$ cat src/rtl/tcam_req_arbiter.sv
// tcam_req_arbiter
//   Round-robin arbiter that collects requests from NUM_RN request-node
//   ports and queues them in a small FIFO ahead of the TCAM filter stage.
//   Each queued entry carries the request tag, its opcode and a one-hot
//   source node ID.
//
// Parameters
//   WIDTH   tag width in bits (matches the TCAM filter tag)
//   NUM_RN  number of request-node ports
//   DEPTH   FIFO entries (power of two, 2..16)
//
// Ports
//   clk         rising-edge clock
//   reset       asynchronous active-low reset
//   req_valid   per-port request valid
//   req_tag     flattened per-port tags, port i at [i*WIDTH +: WIDTH]
//   req_opcode  flattened per-port opcodes, port i at [i*7 +: 7]
//   req_ready   one-hot (or zero) accept strobe
//   tag         head-of-FIFO tag (zero when empty)
//   opcode      head-of-FIFO opcode (zero when empty)
//   NID         head-of-FIFO one-hot source node ID (zero when empty)
//   out_valid   FIFO holds at least one entry
//   out_ready   downstream accepts the head entry this cycle
//   full        FIFO holds DEPTH entries
//   drop        one-cycle pulse after a request is discarded by the filter
//
// Build option
//   TCAM_ARB_OPCODE_FILTER_EN  when defined, only READ_SHARED (7'b0000001)
//   and READ_UNIQUE (7'b0000111) are queued; other opcodes are consumed,
//   discarded and flagged on drop. When undefined, every opcode is queued
//   and drop is tied low.

module tcam_req_arbiter #(
  parameter int WIDTH  = 33,
  parameter int NUM_RN = 7,
  parameter int DEPTH  = 4
) (
  input  logic                    clk,
  input  logic                    reset,
  input  logic [NUM_RN-1:0]       req_valid,
  input  logic [NUM_RN*WIDTH-1:0] req_tag,
  input  logic [NUM_RN*7-1:0]     req_opcode,
  output logic [NUM_RN-1:0]       req_ready,
  output logic [WIDTH-1:0]        tag,
  output logic [6:0]              opcode,
  output logic [6:0]              NID,
  output logic                    out_valid,
  input  logic                    out_ready,
  output logic                    full,
  output logic                    drop
);

  localparam int PW = (NUM_RN > 1) ? $clog2(NUM_RN) : 1;
  localparam int AW = (DEPTH > 1) ? $clog2(DEPTH) : 1;
  localparam int CW = AW + 1;

`ifdef TCAM_ARB_OPCODE_FILTER_EN
  function automatic logic is_forwarded(input logic [6:0] op);
    return (op == 7'b0000001) || (op == 7'b0000111);
  endfunction
`endif

  logic [PW-1:0]    rr_ptr;
  logic [AW-1:0]    wr_ptr;
  logic [AW-1:0]    rd_ptr;
  logic [CW-1:0]    count;

  logic [WIDTH-1:0] mem_tag [DEPTH];
  logic [6:0]       mem_op  [DEPTH];
  logic [6:0]       mem_nid [DEPTH];

  logic [NUM_RN-1:0] fwd_mask;
  logic [NUM_RN-1:0] eligible;
  logic              room;
  logic              pop;
  logic              push;
  logic              grant_vld;
  logic [PW-1:0]     grant_idx;
  logic [6:0]        grant_nid;
  logic [WIDTH-1:0]  grant_tag;
  logic [6:0]        grant_op;
  int                scan_idx;

  assign out_valid = (count != '0);
  assign full      = (count == CW'(DEPTH));
  assign pop       = out_valid && out_ready;
  // A pop frees the head slot this cycle, so a full FIFO can still take a push.
  assign room      = !full || pop;

  always_comb begin
    for (int i = 0; i < NUM_RN; i++) begin
`ifdef TCAM_ARB_OPCODE_FILTER_EN
      fwd_mask[i] = is_forwarded(req_opcode[i*7 +: 7]);
`else
      fwd_mask[i] = 1'b1;
`endif
    end
  end

  // Requests that will be discarded never need FIFO space, so they stay
  // eligible even when there is no room.
  assign eligible = req_valid & (room ? {NUM_RN{1'b1}} : ~fwd_mask);

  // Round-robin scan starting at rr_ptr, wrapping past NUM_RN-1.
  always_comb begin
    grant_vld = 1'b0;
    grant_idx = '0;
    scan_idx  = 0;
    for (int k = 0; k < NUM_RN; k++) begin
      scan_idx = int'(rr_ptr) + k;
      if (scan_idx >= NUM_RN) scan_idx = scan_idx - NUM_RN;
      if (!grant_vld && eligible[scan_idx]) begin
        grant_vld = 1'b1;
        grant_idx = PW'(scan_idx);
      end
    end
  end

  always_comb begin
    req_ready = '0;
    if (reset && grant_vld) req_ready[grant_idx] = 1'b1;
  end

  assign grant_nid = 7'd1 << grant_idx;
  assign grant_tag = req_tag[grant_idx*WIDTH +: WIDTH];
  assign grant_op  = req_opcode[grant_idx*7 +: 7];
  assign push      = reset && grant_vld && fwd_mask[grant_idx];

  // Control state: round-robin pointer, FIFO pointers and occupancy.
  always_ff @(posedge clk or negedge reset) begin
    if (!reset) begin
      rr_ptr <= '0;
      wr_ptr <= '0;
      rd_ptr <= '0;
      count  <= '0;
    end else begin
      if (grant_vld)
        rr_ptr <= (grant_idx == PW'(NUM_RN - 1)) ? '0 : grant_idx + 1'b1;
      if (push) wr_ptr <= wr_ptr + 1'b1;
      if (pop)  rd_ptr <= rd_ptr + 1'b1;
      count <= count + CW'(push) - CW'(pop);
    end
  end

  // FIFO storage: data only, qualified by the control pointers above.
  always_ff @(posedge clk) begin
    if (push) begin
      mem_tag[wr_ptr] <= grant_tag;
      mem_op[wr_ptr]  <= grant_op;
      mem_nid[wr_ptr] <= grant_nid;
    end
  end

  assign tag    = out_valid ? mem_tag[rd_ptr] : '0;
  assign opcode = out_valid ? mem_op[rd_ptr]  : '0;
  assign NID    = out_valid ? mem_nid[rd_ptr] : '0;

`ifdef TCAM_ARB_OPCODE_FILTER_EN
  logic drop_p1;

  // Discard pulse, registered so it lines up with the queued-path latency.
  always_ff @(posedge clk or negedge reset) begin
    if (!reset) drop_p1 <= 1'b0;
    else        drop_p1 <= grant_vld && !fwd_mask[grant_idx];
  end

  assign drop = drop_p1;
`else
  assign drop = 1'b0;
`endif

endmodule

$ cat config.mk
export PLATFORM = sky130hd
export DESIGN_NAME = tcam_req_arbiter
export DESIGN_NICKNAME = d
export VERILOG_FILES = /design/src/rtl/tcam_req_arbiter.sv
export SDC_FILE = /design/constraint.sdc
export NUM_CORES = 1
export LEC_CHECK = 0
export CAP_MARGIN = 20
export CORE_UTILIZATION = 52
export CTS_CLUSTER_DIAMETER = 150
export DETAILED_ROUTE_END_ITERATION = 8
export GPL_TIMING_DRIVEN = 1
export PLACE_DENSITY = 0.9
export SETUP_SLACK_MARGIN = 0.3
export SYNTH_ARGS = -nofsm -noshare
export SYNTH_HDL_FRONTEND = slang
export SYNTH_SLANG_ARGS = --single-unit
$ cat constraint.sdc
create_clock -name clk -period 17.3 [get_ports clk]
set_input_delay 4.325 -clock clk [delete_from_list [all_inputs] [get_ports clk]]
set_output_delay 4.325 -clock clk [all_outputs]
set_load 0.02 [all_outputs]
==> impl_metrics.py <==
metrics = {
    "status": {
        "status": "finished, violations left",
        "violations": "design-rule violations",
    },
    "setup_path": {
        "cp.depth": 14,
        "slowest_cell_on_the_critical_path": "sky130_fd_sc_hd__or4b_1",
        "worst-setup-path-type": "input pin to output port",
        "endpoint": "req_ready[2]",
        "rrSetupSlack_ns": 10.77,
        "path_cells": "clkdlybuf4s50_1 > or4b_1 > nand2_1 > a21oi_1 > or4_1 > o211ai_1 > nor4b_4 > nand2_1 > nand2_2 > buf_4 > and2_2 > nand2_1 > nor2_1 > clkdlybuf4s50_1",
        "worstReg2RegEnd": "mem_op[1][1]",
        "critical_path_end_type": "output port",
        "crit_path_max_fanout": 34,
        "worst_r2r_path_depth": 15,
        "regToRegStartpoint": "rr_ptr[0]",
        "critical_path.n_buffers_inverters": 3,
        "worstPathArrival_ns": 9.32,
        "worst_path_most_repeated_cell": "sky130_fd_sc_hd__nand2_1",
        "crit_path_from": "out_ready",
        "crit_path_start_kind": "input pin",
        "crit_family": "simple AND/OR/NAND/NOR gates",
        "timing.critical_path.slowest_cell_delay_ns": 0.92,
        "crit_required_ns": 12.98,
    },
    "sta": {
        "slew_viol_final": 0,
        "rsz0062_at_grt": "no",
        "clock_skew_ns": 0.0140,
        "fin_crit_ns": 13.65,
        "timing.final.hold_violations": 0,
        "timing.slew.headroom_pct": 34.6,
        "final_count_of_negative_setup_slack_endpoints": 0,
        "max_clock_freq_ghz": 0.0733,
        "fin_setup_tns_ns": 0,
        "timing.final.crit_share_pct": 78.9,
        "tightest_slew_ns": 0.981,
    },
    "global_route": {
        "groute.layer.met1.usage_pct": 40.0,
        "globalRoute.totalOverflow": 0,
        "grt_pass1_wl_um": 53400,
        "globalRouteTotalUtil_pct": 30.8,
        "antenna_violations_before_repair": 0,
        "grt.busiest_layer": "met2",
        "grt_util_met3_pct": 5.80,
        "groute.layer.met2.usage_pct": 52.3,
        "largest_net_degree_at_the_start_of_global_routing": 118,
        "grt_pass1_vias": 9128,
    },
    "clock_network": {
        "cts_tree": "yes",
        "register_clock_pin_slew_on_the_reported_worst_setup_and_hold_paths_ns": 0.09,
        "postCtsSetupRepairBufs": 0,
        "tritoncts_num_sinks": 198,
        "post_cts.resized_instances": 0,
        "clockRootBuffer": "sky130_fd_sc_hd__clkbuf_16",
        "cts_max_path_buffers": 2,
        "clock_tree.htree_level_count": 4,
        "holdBufCountCts": 0,
        "insertion_delay_ns": 0.44,
        "tritoncts_buffer_count": 17,
    },
    "hold_path": {
        "worstHoldPathType": "flip-flop to flip-flop",
        "min-delay-start": "count[2]",
    },
    "final_layout": {
        "antenna_cells_inserted": 0,
        "most_common_library_cell_in_the_layout_ignoring_fill_and_taps": "sky130_fd_sc_hd__clkdlybuf4s50_1",
        "finalNetCount": 1462,
        "design_area_um2": 15900,
        "drive_above_1_share_pct": 15.4,
        "mostFrequentLayoutCells": "sky130_fd_sc_hd__clkdlybuf4s50_1 (345), sky130_fd_sc_hd__edfxtp_1 (188), sky130_fd_sc_hd__mux2i_1 (95)",
        "area_growth_syn_to_layout_pct": 35.7,
    },
    "floorplan": {
        "dieWidth_um": 152,
        "floorplan.rows": 54,
        "placeable_core_region_um2": 22000,
        "pin_count": 347,
        "floorplan.initialDensity_pct": 53.5,
        "fp.dieArea_um2": 23200,
        "die_height_um": 152,
    },
    "synth": {
        "yosys_most_used_dff": "sky130_fd_sc_hd__edfxtp_1",
        "synth_top_area_share_pct": 48.0,
        "synth_enable_flop_cells": 188,
        "post_synth_main_area_contributors": "sky130_fd_sc_hd__edfxtp_1 (48%), sky130_fd_sc_hd__mux4_2 (9.2%), sky130_fd_sc_hd__mux2i_1 (8.1%)",
        "top_cell_type_by_total_area_after_synthesis": "sky130_fd_sc_hd__edfxtp_1",
        "syn-mean-instance-area_um2": 13.9,
        "ys_async_sr_fraction_pct": 5.05,
        "synth_cell_area_um2": 11800,
        "part_of_the_yosys_area_used_for_sequential_elements_pct": 50.2,
        "synth.net_count": 1158,
        "post_synth_num_cell_types": 76,
        "number_of_storage_elements_in_the_synthesis_netlist": 198,
        "synthCells": 848,
        "synth.yosys.warnings": 0,
    },
    "placement": {
        "placed_cell_areas_um2": 15300,
        "detailed_place_hpwl_um": 25000,
        "globalplace.congestion": 0.897,
        "buffer_ports.inserted": 345,
    },
    "run": {
        "drv.max_cap_violation_count": 0,
    },
    "route": {
        "post_drt_via_cell_ratio": 6.26,
        "drt_first_pass_iters": 7,
        "antenna_left": 0,
        "dr_total_vias": 9044,
        "drcViolationCount": 20,
        "first_iter_violations": 909,
        "wl_um": 35600,
        "avgRoutedWirePerCell_um": 24.6,
    },
}
## layout make-up
type	count	area, um2
tap	280	350
timing repair buffer	358	3560
fill	1425	6010
multi-input combinational	562	5440
inverter	15	56.3
sequential	198	5900
clock buffer	17	425
clock inverter	15	211
## metal layers
| metal | up-vias | share of wire, % |
|---|---|---|
| li1 | 4058 | - |
| met1 | 4460 | 39 |
| met2 | 479 | 50 |
| met3 | 47 | 8.7 |
| met4 | 0 | 1.8 |
| met5 | - | 0 |
## Yosys cell counts (all sizes together), types with 15 or more instances
cell / n
nand2: 26
nor2: 28
edfxtp: 188
mux4: 48
ha: 19
inv: 15
mux2: 47
and2: 53
mux2i: 95
buf: 50
o21ai: 20
clkbuf: 23
a221oi: 80
## state kept, by name, summed over array words and instances, names as in the netlist
register and flops:
count 3, mem_nid 28, mem_op 28, mem_tag 132, rd_ptr 2, rr_ptr 3
wr_ptr 2
## kinds of logic (layout without fill, tap and decap cells)
family | count (synthesis) | count (layout) | synth area share (%)
DFF | 198 | 198 | 50.2
muxes | 190 | 190 | 21.8
AOI/OAI and AO/OA | 174 | 174 | 13.0
and+or+nand+nor | 166 | 166 | 7.96
buffers and inverters | 88 | 405 | 4.01
adders and majority gates | 20 | 20 | 2.19
xor gates and xnor gates | 11 | 11 | 0.884
other | 1 | 1 | 0.0319
## stage by stage
stage	std cells	hold slack (ns)	worst slack [ns]	util, %
final	1445	0.540	3.65	72.6
after global routing	1445	0.580	3.39	72.6
after CTS	1445	0.528	3.68	72.6
after floorplan	848	0.465	5.61	-
after detailed placement	1413	0.505	3.67	69.7
after global placement	1413	0.497	3.70	69.7
## worst reg2reg max path, cell delays in order, from the launching register on
cell and delay (ns):
sky130_fd_sc_hd__dfrtp_1 0.32, sky130_fd_sc_hd__buf_4 0.35, sky130_fd_sc_hd__inv_1 0.41, sky130_fd_sc_hd__ha_1 0.79, sky130_fd_sc_hd__mux2_2 0.41, sky130_fd_sc_hd__o2bb2ai_1 0.15
sky130_fd_sc_hd__a211o_1 0.20, sky130_fd_sc_hd__a21boi_1 0.34, sky130_fd_sc_hd__nand3_1 0.28, sky130_fd_sc_hd__nor2_1 0.24, sky130_fd_sc_hd__a32oi_1 0.13, sky130_fd_sc_hd__o31ai_4 0.83
sky130_fd_sc_hd__buf_12 0.52, sky130_fd_sc_hd__mux2_2 0.72, sky130_fd_sc_hd__a22o_1 0.22, sky130_fd_sc_hd__a221o_1 0.35
## worst min-delay path by stage
stage | end | slack [ns] | depth (start not counted)
2_1_floorplan | count[2] | 0.47 | 1
3_3_place_gp | count[2] | 0.50 | 1
3_5_place_dp | count[2] | 0.51 | 1
4_1_cts | count[2] | 0.53 | 1
5_1_grt | count[2] | 0.58 | 1
6_report | count[2] | 0.54 | 1
Power is left out: the tool's default activity adds up to more than one toggle a clock period on the data nets, which glitch-free logic cannot reach.
